<file path="src/rtl/dbf_rx_ctrl_pkg.sv">
// Shared types and defaults for the DBF receive-line controller.
// FSM encoding, default geometry parameters and the line counter width.
package dbf_rx_ctrl_pkg;

  typedef enum logic [1:0] {
    ST_IDLE = 2'd0,
    ST_TX   = 2'd1,
    ST_RX   = 2'd2,
    ST_DONE = 2'd3
  } state_t;

  localparam int DEF_ADDR_WD  = 6;
  localparam int DEF_TX_CYC   = 64;
  localparam int DEF_RX_CYC   = 4096;
  localparam int DEF_ZONE_CYC = 64;
  localparam int LINE_CNT_WD  = 16;

endpackage

</file>
<file path="src/rtl/dbf_zone_step.sv">
// Dynamic-focus zone counter: steps the delay-LUT address every ZONE_CYC RX cycles.
// addr_nxt is combinational (registered by the parent); no backpressure, clears whenever rx_run is low.
module dbf_zone_step
  import dbf_rx_ctrl_pkg::*;
#(
  parameter int ADDR_WD  = DEF_ADDR_WD,
  parameter int ZONE_CYC = DEF_ZONE_CYC
) (
  input  logic               clk,
  input  logic               rst,
  input  logic               rx_run,
  output logic [ADDR_WD-1:0] addr_nxt
);

  localparam int ZN_WD = (ZONE_CYC > 1) ? $clog2(ZONE_CYC) : 1;
  localparam logic [ZN_WD-1:0]   ZONE_LAST = ZN_WD'(ZONE_CYC - 1);
  localparam logic [ADDR_WD-1:0] ADDR_MAX  = '1;

  logic [ZN_WD-1:0]   zone_cnt;
  logic [ZN_WD-1:0]   zone_cnt_nxt;
  logic [ADDR_WD-1:0] zone_addr;

  // Any cycle that is not a continuation of RX reloads both to zero.
  always_comb begin
    zone_cnt_nxt = '0;
    addr_nxt     = '0;
    if (rx_run) begin
      if (zone_cnt == ZONE_LAST) begin
        zone_cnt_nxt = '0;
        addr_nxt     = (zone_addr == ADDR_MAX) ? zone_addr : zone_addr + ADDR_WD'(1);
      end else begin
        zone_cnt_nxt = zone_cnt + ZN_WD'(1);
        addr_nxt     = zone_addr;
      end
    end
  end

  always_ff @(posedge clk) begin
    if (rst) begin
      zone_cnt  <= '0;
      zone_addr <= '0;
    end else begin
      zone_cnt  <= zone_cnt_nxt;
      zone_addr <= addr_nxt;
    end
  end

endmodule

</file>
<file path="src/rtl/dbf_rx_ctrl.sv">
// DBF line sequencer: IDLE -> TX window -> RX window with zone-stepped LUT address -> DONE.
// All outputs registered, one cycle after the causing edge; no backpressure, abort/rst return to IDLE at once.
module dbf_rx_ctrl
  import dbf_rx_ctrl_pkg::*;
#(
  parameter int ADDR_WD  = DEF_ADDR_WD,
  parameter int TX_CYC   = DEF_TX_CYC,
  parameter int RX_CYC   = DEF_RX_CYC,
  parameter int ZONE_CYC = DEF_ZONE_CYC
) (
  input  logic                   clk,
  input  logic                   rst,
  input  logic                   fire,
  input  logic                   abort,
  input  logic                   cfg_wr,
  input  logic [ADDR_WD-1:0]     cfg_addr,
  output logic                   tx_en,
  output logic                   start,
  output logic [ADDR_WD-1:0]     dbf_lut_addr,
  output logic                   dbf_lut_we,
  output logic                   busy,
  output logic                   line_done,
  output logic                   cfg_err,
  output logic [LINE_CNT_WD-1:0] line_cnt
);

  localparam int MAX_CYC = (TX_CYC > RX_CYC) ? TX_CYC : RX_CYC;
  localparam int PH_WD   = (MAX_CYC > 1) ? $clog2(MAX_CYC) : 1;
  localparam logic [PH_WD-1:0] TX_LAST = PH_WD'(TX_CYC - 1);
  localparam logic [PH_WD-1:0] RX_LAST = PH_WD'(RX_CYC - 1);

  state_t             state;
  state_t             state_nxt;
  logic [PH_WD-1:0]   phase;
  logic [PH_WD-1:0]   phase_nxt;
  logic               lut_wr;
  logic               err_nxt;
  logic               rx_run;
  logic [ADDR_WD-1:0] zone_addr_nxt;

  always_comb begin
    state_nxt = state;
    lut_wr    = 1'b0;
    err_nxt   = 1'b0;
    if (abort) begin
      state_nxt = ST_IDLE;
    end else begin
      case (state)
        ST_IDLE: begin
          if (cfg_wr)    lut_wr    = 1'b1;
          else if (fire) state_nxt = ST_TX;
        end
        ST_TX: begin
          err_nxt = cfg_wr;
          if (phase == TX_LAST) state_nxt = ST_RX;
        end
        ST_RX: begin
          err_nxt = cfg_wr;
          if (phase == RX_LAST) state_nxt = ST_DONE;
        end
        ST_DONE: begin
          err_nxt   = cfg_wr;
          state_nxt = ST_IDLE;
        end
        default: state_nxt = ST_IDLE;
      endcase
    end
  end

  // Phase restarts on every state entry and sits at zero in IDLE.
  always_comb begin
    if ((state_nxt != state) || (state_nxt == ST_IDLE)) phase_nxt = '0;
    else                                                 phase_nxt = phase + PH_WD'(1);
  end

  assign rx_run = (state == ST_RX) && (state_nxt == ST_RX);

  dbf_zone_step #(
    .ADDR_WD  (ADDR_WD),
    .ZONE_CYC (ZONE_CYC)
  ) u_zone (
    .clk      (clk),
    .rst      (rst),
    .rx_run   (rx_run),
    .addr_nxt (zone_addr_nxt)
  );

  always_ff @(posedge clk) begin
    if (rst) begin
      state        <= ST_IDLE;
      phase        <= '0;
      tx_en        <= 1'b0;
      start        <= 1'b0;
      dbf_lut_addr <= '0;
      dbf_lut_we   <= 1'b0;
      busy         <= 1'b0;
      line_done    <= 1'b0;
      cfg_err      <= 1'b0;
      line_cnt     <= '0;
    end else begin
      state        <= state_nxt;
      phase        <= phase_nxt;
      tx_en        <= (state_nxt == ST_TX);
      start        <= (state_nxt == ST_RX);
      dbf_lut_we   <= lut_wr;
      dbf_lut_addr <= (state_nxt == ST_RX) ? zone_addr_nxt :
                      lut_wr               ? cfg_addr      : '0;
      busy         <= (state_nxt != ST_IDLE);
      line_done    <= (state_nxt == ST_DONE);
      cfg_err      <= err_nxt;
      if (state_nxt == ST_DONE) line_cnt <= line_cnt + LINE_CNT_WD'(1);
    end
  end

endmodule

</file>
<file path="config.mk">
export PLATFORM = sky130hd
export DESIGN_NAME = dbf_rx_ctrl
export DESIGN_NICKNAME = d
export VERILOG_FILES = /design/src/rtl/dbf_rx_ctrl_pkg.sv /design/src/rtl/dbf_zone_step.sv /design/src/rtl/dbf_rx_ctrl.sv
export SDC_FILE = /design/constraint.sdc
export NUM_CORES = 1
export LEC_CHECK = 0
export CAP_MARGIN = 40
export CORE_MARGIN = 2
export CORE_UTILIZATION = 30
export CTS_BUF_LIST = sky130_fd_sc_hd__clkbuf_2 sky130_fd_sc_hd__clkbuf_4 sky130_fd_sc_hd__clkbuf_8
export DETAILED_ROUTE_END_ITERATION = 7
export PLACE_DENSITY = 0.51
export REMOVE_ABC_BUFFERS = 1
export SLEW_MARGIN = 15
export SYNTH_ARGS = -nofsm -noshare
export SYNTH_HDL_FRONTEND = slang
export SYNTH_SLANG_ARGS = --single-unit
</file>
<file path="constraint.sdc">
create_clock -name clk -period 5 [get_ports clk]
set_input_delay 0.75 -clock clk [delete_from_list [all_inputs] [get_ports clk]]
set_output_delay 0.75 -clock clk [all_outputs]
set_load 0.02 [all_outputs]
</file>
### After elaboration in Yosys (flattened, before gate mapping)

Cells that the tools add are included.

| cells by class | value |
|---|---|
| shift operators | 0 |
| equal/unequal tests | 11 |
| add/sub/neg operators | 4 |
| reduce and logical (&&, ||, !) cells | 9 |
| div/mod/pow operators | 0 |
| bitwise logic cells | 2 |
| multiply operators | 0 |
| muxes and demuxes | 14 |
| order comparisons | 0 |

Operators by type and width:

| cell | number |
|---|---|
| $mux W6 | 5 |
| $add A16 B1 Y16 const B | 1 |
| $add A12 B1 Y12 const B | 1 |
| $add A6 B1 Y6 const B | 2 |
| $eq A12 B12 Y1 const B | 1 |
| $eq A12 B6 Y1 const B | 1 |
| $eq A6 B6 Y1 const B | 2 |
| $mux W2 | 5 |
| $reduce_or A3 Y1 | 3 |
| $eq A2 B2 Y1 const B | 4 |
| $pmux W2 S4 | 1 |
| $eq A2 B1 Y1 const B | 2 |
| $logic_not A2 Y1 | 2 |
| $mux W1 | 3 |
| $ne A2 B2 Y1 | 1 |
| $not A1 Y1 | 2 |
| $reduce_bool A2 Y1 | 1 |
| $reduce_or A2 Y1 | 1 |
| $logic_and A1 B1 Y1 | 1 |
| $logic_or A1 B1 Y1 | 1 |

| word-level totals | value |
|---|---|
| input port bits | 11 |
| memories kept | 0 |
| latch bits | 0 |
| ROM bits | 0 |
| logic and storage cells | 52 |
| bits in registers | 54 |
| output and inout port bits | 28 |
| bits in writable memories | 0 |

### Logic depth before layout (Yosys ltp)

Gate-level depths: netlist (run 1).

| logic depth | value |
|---|---|
| depth in word-level cells | 8 |
| mapped depth | 8 |
| depth with buffers taken out | 6 |

### Cells and area by module

A second synthesis (run 1) with hierarchy kept.

| unflattened totals | value |
|---|---|
| cell total of the unflattened synthesis | 278 |
| area, all modules | 2552.4 µm² |

By module, submodules not included:

| module | cells an instance | area each (µm²) | sequential area each (µm²) | instances |
|---|---|---|---|---|
| dbf_rx_ctrl | 200 | 1870.5 | 840.8 | 1 |
| dbf_zone_step | 78 | 681.9 | 240.2 | 1 |

### Least setup slack after synthesis (run 1)

OpenSTA, ideal clock, no wires.

| timing path | value |
|---|---|
| path type | reg2reg |
| from | register phase[0] |
| to | register line_cnt[11] |
| slack | 2.948 ns |
| data arrival time | 1.982 ns |
| stages on the path, launching flop included | 8 |
| setup time | 0.070 ns |
| clock period less this slack | 2.052 ns |
| path buffers | 1 |
| cell sequence | dfxtp_1 > ha_1 > nand4_2 > nor4_4 > o211ai_2 > buf_6 > or4_1 > a21oi_1 |

| on the way | value |
|---|---|
| cells in the longest elaborated chain, start to end | 5 |
| elaborated cells on any way between the ends | 7 |

Ends and longest elaborated chain:

| element | RTL line | text |
|---|---|---|
| from (decl) | dbf_rx_ctrl.sv:34 | `logic [PH_WD-1:0] phase;` |
| from (signal assigned) | dbf_rx_ctrl.sv:102 | `phase <= phase_nxt;` |
| $eq A12 B12 Y1 or $eq A12 B6 Y1 (tied branches) | dbf_rx_ctrl.sv:59, dbf_rx_ctrl.sv:55 |  |
| $mux W2 (on tied branches) | dbf_rx_ctrl.sv:59, dbf_rx_ctrl.sv:55 |  |
| $pmux W2 S4 (*) | dbf_rx_ctrl.sv:48 | `case (state)` |
| $mux W2 (*) | dbf_rx_ctrl.sv:45 | `if (abort) begin` |
| $eq A2 B2 Y1 (*) | dbf_rx_ctrl.sv:111 | `if (state_nxt == ST_DONE) line_cnt <= line_cnt + LINE_CNT_WD'(1);` |
| to (signal assigned) | dbf_rx_ctrl.sv:111 |  |
| to (decl) | dbf_rx_ctrl.sv:24 | `output logic [LINE_CNT_WD-1:0] line_cnt` |

Mark *: on every way between the ends. The rest lies on a longest branch, timed or not.
A chain may end at the register's enable or synchronous reset.

### Worst setup path in the final report (run 1)

| timing path | value |
|---|---|
| from | register phase[0] |
| to | register line_cnt[14] |

Same word-level chain as after synthesis.

==> impl_metrics.toml, run 1 <==
[run_status]
outcome = "finished, final reports clean"

[clock_network]
ctsResizeCount = 0
clk_latency_ps = 300
root_buffer = "clkbuf_8"
clk_path_buf_depth = 2
clkTransAtPathRegs_ps = 100
h-tree-depth = 2
cts_inserted_buffers = 5
cts_hold_buf = 0
clock_sinks = 54
cts_tree = "done"
cts_setup_buffers = 0

[sta]
rsz0062_at_grt = "false"
setup_viol = 0
whs_ps = 451
fin_crit_sh_pct = 47.9
hold_violations = 0
relSlewSlack_pct = 44.7
slew_viol_final = 0
max_freq_mhz = 417
fin_setup_tns_ps = 0
worst_clock_skew_ps = 10.3
worstMarginPinSlew_ps = 820
min_period_ps = 2400

[critical_path]
crit_path_start_kind = "flip-flop"
critPathMaxFanout = 22
rrSetupSlack_ps = 2600
worst_setup_path_end_kind = "flip-flop"
critPathRequiredTime_ps = 5250
critical_path_class = "flip-flop to flip-flop"
cp.arrival_ps = 2640

[yosys]
synth_ff_type = "dfxtp_1"
yosysUniqueCellTypes = 37
syn_inst = 251
synth_edf_count = 0
avgSynthCellArea_um2 = 9.01
synthArstFlopShare_pct = 0
synth_top_area_cell = "dfxtp_1"
yosysMostFrequentCell = "dfxtp_1"
synth-seq-cells = 54
synth_top_area_share_pct = 47.8
yosys_warnings = 0
syn_area_um2 = 2260
synth.area.top_cells = "dfxtp_1 48%, nor2_1 5.8%, xnor2_1 3.5%, a21oi_1 3.3%, nand3_1 3.1%"
synthTopCellsByCount = "54 x dfxtp_1, 35 x nor2_1, 15 x a21oi_1"
yosysSeqAreaShare_pct = 47.8

[power_and_ir_drop]
p_leak_nw = 1.01
power.density_nw_per_um2 = 252
vdd_drop_max_mv = 0.105

[die]
placementRows = 31
dieArea_um2 = 8250
start_util_pct = 31.0
die_w_um = 90.8
io_pins = 39
die_y_um = 90.8
core-area_um2 = 7290

[detailed_routing]
postRouteAntennaNets = 0
wl_mm = 4.75
dr.pass1.iters = 4
wl_per_cell_um = 12.1
drc = 0
drt_iter0_drc = 96
routed_via_density = 4.83
dr_total_vias = 1895

[run]
cap_violations = 0

[cells_and_area]
num_antenna_cells = 0
drive_gt1_share_pct = 5.12
nNetsFinal = 307
area_growth_pct = 26.5

[global_routing]
grt_use_total_pct = 12.2
antenna_found_initial = 0
grt_max_degree = 23
grt_overflow = 0
grt_pass1_wl_mm = 8.28
grt_pass1_vias = 1849

[placed_design]
dp_hpwl_mm = 3.38
place.gp.congestion = 0.737
port_buffers = 38

[worst_hold_path]
min_path_type = "flip-flop to flip-flop"
## sequential cells by signal, indices dropped and copies added, names as in the netlist, 2 cells and up
name and flops:
state 2, phase 12, u_zone.zone_cnt 6, u_zone.zone_addr 6, line_cnt 16, dbf_lut_addr 6
## worst max-delay path, stage by stage (launching register included)
cell and delay, ps:
dfxtp_1 390, ha_1 260, nand4_2 180, nor4_4 390
o211ai_2 240, buf_8 220, or4_1 500, a21oi_1 150
## final cells by class
type | instances | area (µm²)
fillers | 774 | 4430
multi-input cells | 183 | 1120
flip-flops and latches | 54 | 1080
repair buffers | 41 | 410
well taps | 99 | 124
clock buffers | 7 | 90.1
inverters | 7 | 26.3
clock inverters | 1 | 8.76
## layout by cell type, fill, tap and decap left out, drive strengths merged, types with 2 or more instances in the layout
cell           netlist  final
a41oi                2      2
and3                 5      5
nand3               14     14
xnor2                9      9
nor3                 6      6
o31ai                3      3
a21oi               15     15
ha                   4      4
xor2                 7      7
nand2b               3      3
or3                 11     11
inv                  7      8
clkdlybuf4s50        0     38
or4                  4      4
o21ai               14     14
mux2i                4      4
nor4                 3      3
nor2                35     35
and2                 4      4
dfxtp               54     54
clkbuf               6      7
nand4                9      9
buf                  1      3
o211ai               2      2
a21o                 6      6
and4                 4      4
nand2               11     11
## metal layers
layer | vias up | track usage [%] | share of wire [%]
met5 | - | 0 | 0
met4 | 0 | 4.55 | 1.4
met3 | 5 | 3.34 | 3.9
met2 | 41 | 19.8 | 43
met1 | 876 | 15.6 | 51
li1 | 973 | - | -
## stage by stage
step / utilization [%] / total power, mW / area [µm²] / instances / setup WS, ps
2_1_floorplan: - / 0.451 / 2230 / 244 / 2780
3_3_place_gp: 37.7 / 0.469 / 2750 / 383 / 2420
3_5_place_dp: 37.9 / 0.469 / 2760 / 384 / 2460
4_1_cts: 39.2 / 0.732 / 2860 / 392 / 2610
5_1_grt: 39.2 / 0.755 / 2860 / 392 / 2430
6_report: 39.2 / 0.721 / 2860 / 392 / 2600
## worst paths after layout
kind / start / to / depth (start not counted)
max: phase[0]$_SDFF_PP0_ / line_cnt[14]$_SDFFE_PP0P_ / 7
min: u_zone.zone_cnt[0]$_SDFF_PP0_ / u_zone.zone_cnt[0]$_SDFF_PP0_ / 1
max reg2reg: phase[0]$_SDFF_PP0_ / line_cnt[14]$_SDFFE_PP0P_ / 7
min reg2reg: u_zone.zone_cnt[0]$_SDFF_PP0_ / u_zone.zone_cnt[0]$_SDFF_PP0_ / 1
## where the power goes
group / internal [mW] / switching [mW]
logic: 0.0135 / 0.0116
clock network: 0.120 / 0.143
registers: 0.432 / 0.00113
## kinds of logic (layout without fill, tap and decap cells)
| family | after synthesis | in the layout | synth area share, % |
|---|---|---|---|
| AND/OR/NAND/NOR | 114 | 114 | 27.2 |
| flip-flops | 54 | 54 | 47.8 |
| AO/OA/AOI/OAI | 45 | 45 | 12.2 |
| XOR/XNOR | 16 | 16 | 6.19 |
| buffers and inverters | 14 | 56 | 2.65 |
| adder cells (fa/ha/maj) | 4 | 4 | 2.21 |
| multiplexers | 4 | 4 | 1.77 |
Power figures use the tool's default switching activity.
==> inputs of run 2 (changes only) <==
Clock period 5 ns to 2.3 ns, I/O delays scaled along.
==> run 2 against run 1 <==
Effect of this change:
- setup slack got worse by 2400 ps
- critical endpoint is now line_cnt[10]$_SDFFE_PP0P_
- global-route usage increased by 0.12 points
- first-iteration DRC count decreased by 17%
- combinational power increased by 130%
- highest routed layer unchanged
- cell count increased by 1.3%
- maximum frequency increased by 15%
- largest cell class unchanged
==> impl_metrics.toml, run 2 (synthesis gave the netlist of run 1 again) <==
[cells_and_area]
nFillCells = 802
top_register = "line_cnt"
num_antenna_cells = 0
area_growth_pct = 28.7
top_regs = "line_cnt x16, phase x12"
drive_gt1_share_pct = 6.71
final_area_um2 = 2910
final_cell_mix = "54 x dfxtp_1, 38 x clkdlybuf4s50_1, 35 x nor2_1, 15 x a21oi_1"
final_common_cell = "dfxtp_1"
largest_reg_flops = 16
nNetsFinal = 312

[detailed_routing]
wl_per_cell_um = 12.3
drt_iter0_drc = 80
dr.pass1.iters = 4
routed_via_density = 4.75
postRouteAntennaNets = 0
wl_mm = 4.88
drc = 0
dr_total_vias = 1886

[sta]
worstMarginPinSlew_ps = 509
max_freq_mhz = 481
slew_viol_final = 0
fin_crit_sh_pct = 90.3
min_period_ps = 2080
relSlewSlack_pct = 65.7
rsz0062_at_grt = "false"
fin_setup_tns_ps = 0
setup_viol = 0
hold_violations = 0
worst_clock_skew_ps = 5.92

[run_status]
outcome = "finished, final reports clean"

[power_and_ir_drop]
p_leak_nw = 1.04
p_total_mw = 1.59
power.density_nw_per_um2 = 547
p_clk_share_pct = 37.2
vdd_drop_max_mv = 0.252
switching_share_pct = 19.9
internal_power_mw = 1.28
pwr-share-seq_pct = 59.1
p_comb_share_pct = 3.6
switching_power_mw = 0.317

[die]
placementRows = 31
start_util_pct = 31.0
io_pins = 39
core-area_um2 = 7290
dieArea_um2 = 8250
die_y_um = 90.8
die_w_um = 90.8

[global_routing]
antenna_found_initial = 0
grt_pass1_vias = 1806
grt_pass1_wl_mm = 8.32
grt_overflow = 0
grt_use_total_pct = 12.4
grt_max_degree = 21

[clock_network]
clkTransAtPathRegs_ps = 90
clk_latency_ps = 300
cts_inserted_buffers = 5
cts_tree = "done"
cts_setup_buffers = 0
clock_sinks = 54
root_buffer = "clkbuf_8"
h-tree-depth = 2
clk_path_buf_depth = 2

[critical_path]
worst_setup_path_end_kind = "flip-flop"
critPathMaxFanout = 11
cp.arrival_ps = 2310
crit_path_start_kind = "flip-flop"
cp_slowest_stage_delay_ps = 380
rrSetupSlack_ps = 220
cp_slowest_cell = "dfxtp_1"
reg2regPathDepth = 7
critical_path_class = "flip-flop to flip-flop"
crit_chain = "ha_1 > and4_1 > a41o_1 > o211ai_4 > buf_4 > or3_1 > a21oi_1"
critPathRequiredTime_ps = 2540

[run]
cap_violations = 0

[worst_hold_path]
min_path_cells = 1
min_path_type = "flip-flop to flip-flop"

[placed_design]
placedInstanceArea_um2 = 2790
place.gp.congestion = 0.741
port_buffers = 38
dp_hpwl_mm = 3.48
==> run 2: cell count changes in the layout (fill, tap and decap cells not counted) <==
cell,delta
clkbuf_8,+2
o211ai_2,-1
buf_4,+6
buf_8,-1
o211ai_4,+1
clkbuf_4,-1
inv_6,-1
==> run 2: final cells by class <==
| cell class | instances | area (µm²) | area share, % |
|---|---|---|---|
| clock buffers | 8 | 110 | 3.78 |
| inverters | 7 | 26.3 | 0.902 |
| flip-flops and latches | 54 | 1080 | 37.1 |
| repair buffers | 46 | 440 | 15.1 |
| well taps | 99 | 124 | 4.25 |
| multi-input cells | 183 | 1130 | 38.8 |
==> run 2: worst max-delay path: cells and delay by family, from the launching register on <==
family,cells,cell delay (ps)
buffers and inverters,1,200
and+or+nand+nor,2,630
AOI/OAI and AO/OA,3,550
adders and majority gates,1,250
DFF,1,380
==> run 2: routing by layer <==
| metal | track usage [%] | vias up | wire, µm |
|---|---|---|---|
| li1 | - | 985 | - |
| met1 | 16.0 | 855 | 2440 |
| met2 | 19.6 | 40 | 2140 |
| met3 | 3.42 | 6 | 221 |
| met4 | 4.55 | 0 | 76 |
| met5 | 0 | - | 0 |
==> run 2: power groups by stage <==
| stage | clock, mW | sequential (mW) | combinational [mW] |
|---|---|---|---|
| finish | 0.593 | 0.942 | 0.0581 |
| global route | 0.664 | 0.943 | 0.0626 |
| CTS | 0.628 | 0.942 | 0.0586 |
| detailed placement | 0 | 0.964 | 0.0582 |
| global placement | 0 | 0.964 | 0.0589 |
| floorplan | 0 | 0.970 | 0.0108 |
==> run 2: through the flow <==
stage          utilization, %  cells  worst slack (ps)  hold WS (ps)
2_1_floorplan               -    244              83.1           414
3_3_place_gp             38.3    389               162           430
3_5_place_dp             38.3    389              82.4           442
4_1_cts                  39.8    397              58.4           461
5_1_grt                  39.9    397              29.3           484
6_report                 39.9    397               223           458
==> run 2: timing repair <==
action | in CTS | in global routing
hold buffers | 0 | 0
resized for setup | 0 | 1
setup endpoints to repair | 0 | 12
==> run 2: worst paths after layout <==
kind | startpoint | end
min reg2reg | u_zone.zone_cnt[0]$_SDFF_PP0_ | u_zone.zone_cnt[0]$_SDFF_PP0_
min | u_zone.zone_cnt[0]$_SDFF_PP0_ | u_zone.zone_cnt[0]$_SDFF_PP0_
max | phase[1]$_SDFF_PP0_ | line_cnt[10]$_SDFFE_PP0P_
max reg2reg | phase[1]$_SDFF_PP0_ | line_cnt[10]$_SDFFE_PP0P_
==> RTL change, RTL diff (config.mk and constraints of run 1) <==
Make the reset (`rst`) asynchronous in 2 clocked blocks.
--- a/src/rtl/dbf_zone_step.sv
+++ b/src/rtl/dbf_zone_step.sv
@@ -35,7 +35,7 @@
     end
   end
 
-  always_ff @(posedge clk) begin
+  always_ff @(posedge clk or posedge rst) begin
     if (rst) begin
       zone_cnt  <= '0;
       zone_addr <= '0;
--- a/src/rtl/dbf_rx_ctrl.sv
+++ b/src/rtl/dbf_rx_ctrl.sv
@@ -85,7 +85,7 @@
     .addr_nxt (zone_addr_nxt)
   );
 
-  always_ff @(posedge clk) begin
+  always_ff @(posedge clk or posedge rst) begin
     if (rst) begin
       state        <= ST_IDLE;
       phase        <= '0;
Function: differs if rst is asserted again (counterexample within 4 cycles, from zero or initial values and one cycle with rst high); with rst held inactive, the same outputs for 10 cycles.
==> RTL change against run 1 <==
  * Total power increased by 9.6%
  * Global-route usage decreased by 0.088 points
  * Die area increased by 14%
  * Wire length increased by 16%
  * Worst hold slack improved by 0.015 ns
  * Critical endpoint is now phase[6]
  * Area after synthesis increased by 14%
  * Highest routed layer unchanged
  * Count of clock-buffer cells in the layout unchanged
  * Setup slack got worse by 0.39 ns
  * Final area increased by 11%
  * Largest cell class is now sequential cells
  * Sequential cell count unchanged
  * Non-clock buffer count unchanged
==> RTL change: results (changes against run 1) <==
- IO Port Bufs: 38 (unchanged)
- Grt met3 use: 2.095% (-1.2 points)
- Worst r2r src: state[0]
- Worst Skew: 0.006120 ns (-0.004144 ns)
- Worst R2R Setup Slack: 2.75 ns (+0.15 ns)
- FFs w/ async S/R, synth: 100.0% (+100 points)
- Layout cells sized above 1: 7.168% (+2.0 points)
- Tightest Pin Transition: 0.6845 ns (-0.1351 ns)
- Met3 wire length: 152 um (-18%)
- Via Count: 1898 (+0.16%)
- GRT met1 Usage: 17.04% (+1.5 points)
- Cell variety after synth: 38 (+2.7%)
- Top post-synthesis cells by count: dfrtp_1, nand2_1, nand3_1, xor2_1, nor2_1
- Vias per Instance: 4.943 (+2.2%)
- Status: finished, final reports clean
- Min Hold Slack: 0.4664 ns (+0.01495 ns)
- Gpl congestion: 0.7371 (about the same)
- Worst-path fanout max: 10 (-55%)
- Met2 wire length: 2.584 mm (+25%)
- Fill cell count: 840 (+8.5%)
- Prevailing post-synth register cell: dfrtp_1
- DP HPWL: 3.900 mm (+15%)
- Post-synthesis sequential area ratio: 52.20% (+4.4 points)
- Largest stage delay, worst path: 0.74 ns (+0.24 ns)
- First-pass GRT wire length: 9.522 mm (+15%)
- Sw power: 0.1693 mW (+9.0%)
- Static Leak: 1.336 nW (+32%)
- Crit path time final: 2.782 ns (+0.3867 ns)
- Cell area after placement: 0.003073 mm^2 (+11%)
- WL/cell: 14.36 um (+18%)
- Largest net degree at the start of global routing: 55 (+140%)
- DP Worst Slack: 1.883 ns (-0.5805 ns)
- Syn Area/Cell: 10.92 um^2 (+21%)
- Maximum vdd drop: 0.1292 mV (+23%)
- Initial drt markers: 66 (-31%)
- Hold Startpoint: line_cnt[15]
- M1 WL: 2.715 mm (+12%)
- Met2 Use GR: 19.18% (-0.66 points)
- Combinational power share: 5.7% (+2.2 points)
- R2R depth: 4 (-3)
- Final nets: 293 (-4.6%)
- Top post-synthesis cells by area: dfrtp_1, xor2_1, xnor2_1
- Worst Setup SP: abort
- CP max-delay cell: or4_1
- Pwr dens: 248.1 mW/mm^2 (-1.6%)
==> RTL change: worst paths after layout <==
| check | end |
|---|---|
| worst max-delay path | phase[6] |
| worst min-delay path | line_cnt[15] |
| worst max register to register | phase[6] |
| worst min register to register | line_cnt[15] |
| max in group asynchronous | phase[9] |
| min in group asynchronous | line_cnt[12] |
==> RTL change: cells by family (layout without fill, tap and decap cells) <==
logic type                 after synthesis  in the layout  share of synthesized area (%)
xor gates and xnor gates                30             30                          10.15
adders and majority gates                4              4                          1.933
buffers and inverters                   14             56                          2.948
DFF                                     54             54                          52.20
and+or+nand+nor                        106            106                          24.26
muxes                                    4              4                          1.595
AOI/OAI and AO/OA                       25             25                          6.912
==> RTL change: area by class of cell <==
type | count | area [um^2] | share of cell area, %
clock buffer | 7 | 83.83 | 2.631
inverter | 7 | 26.28 | 0.8245
tap | 105 | 131.4 | 4.122
multi-input combinational | 169 | 1161 | 36.43
timing repair buffer | 41 | 402.9 | 12.64
clock inverter | 1 | 30.03 | 0.9423
sequential | 54 | 1351 | 42.40
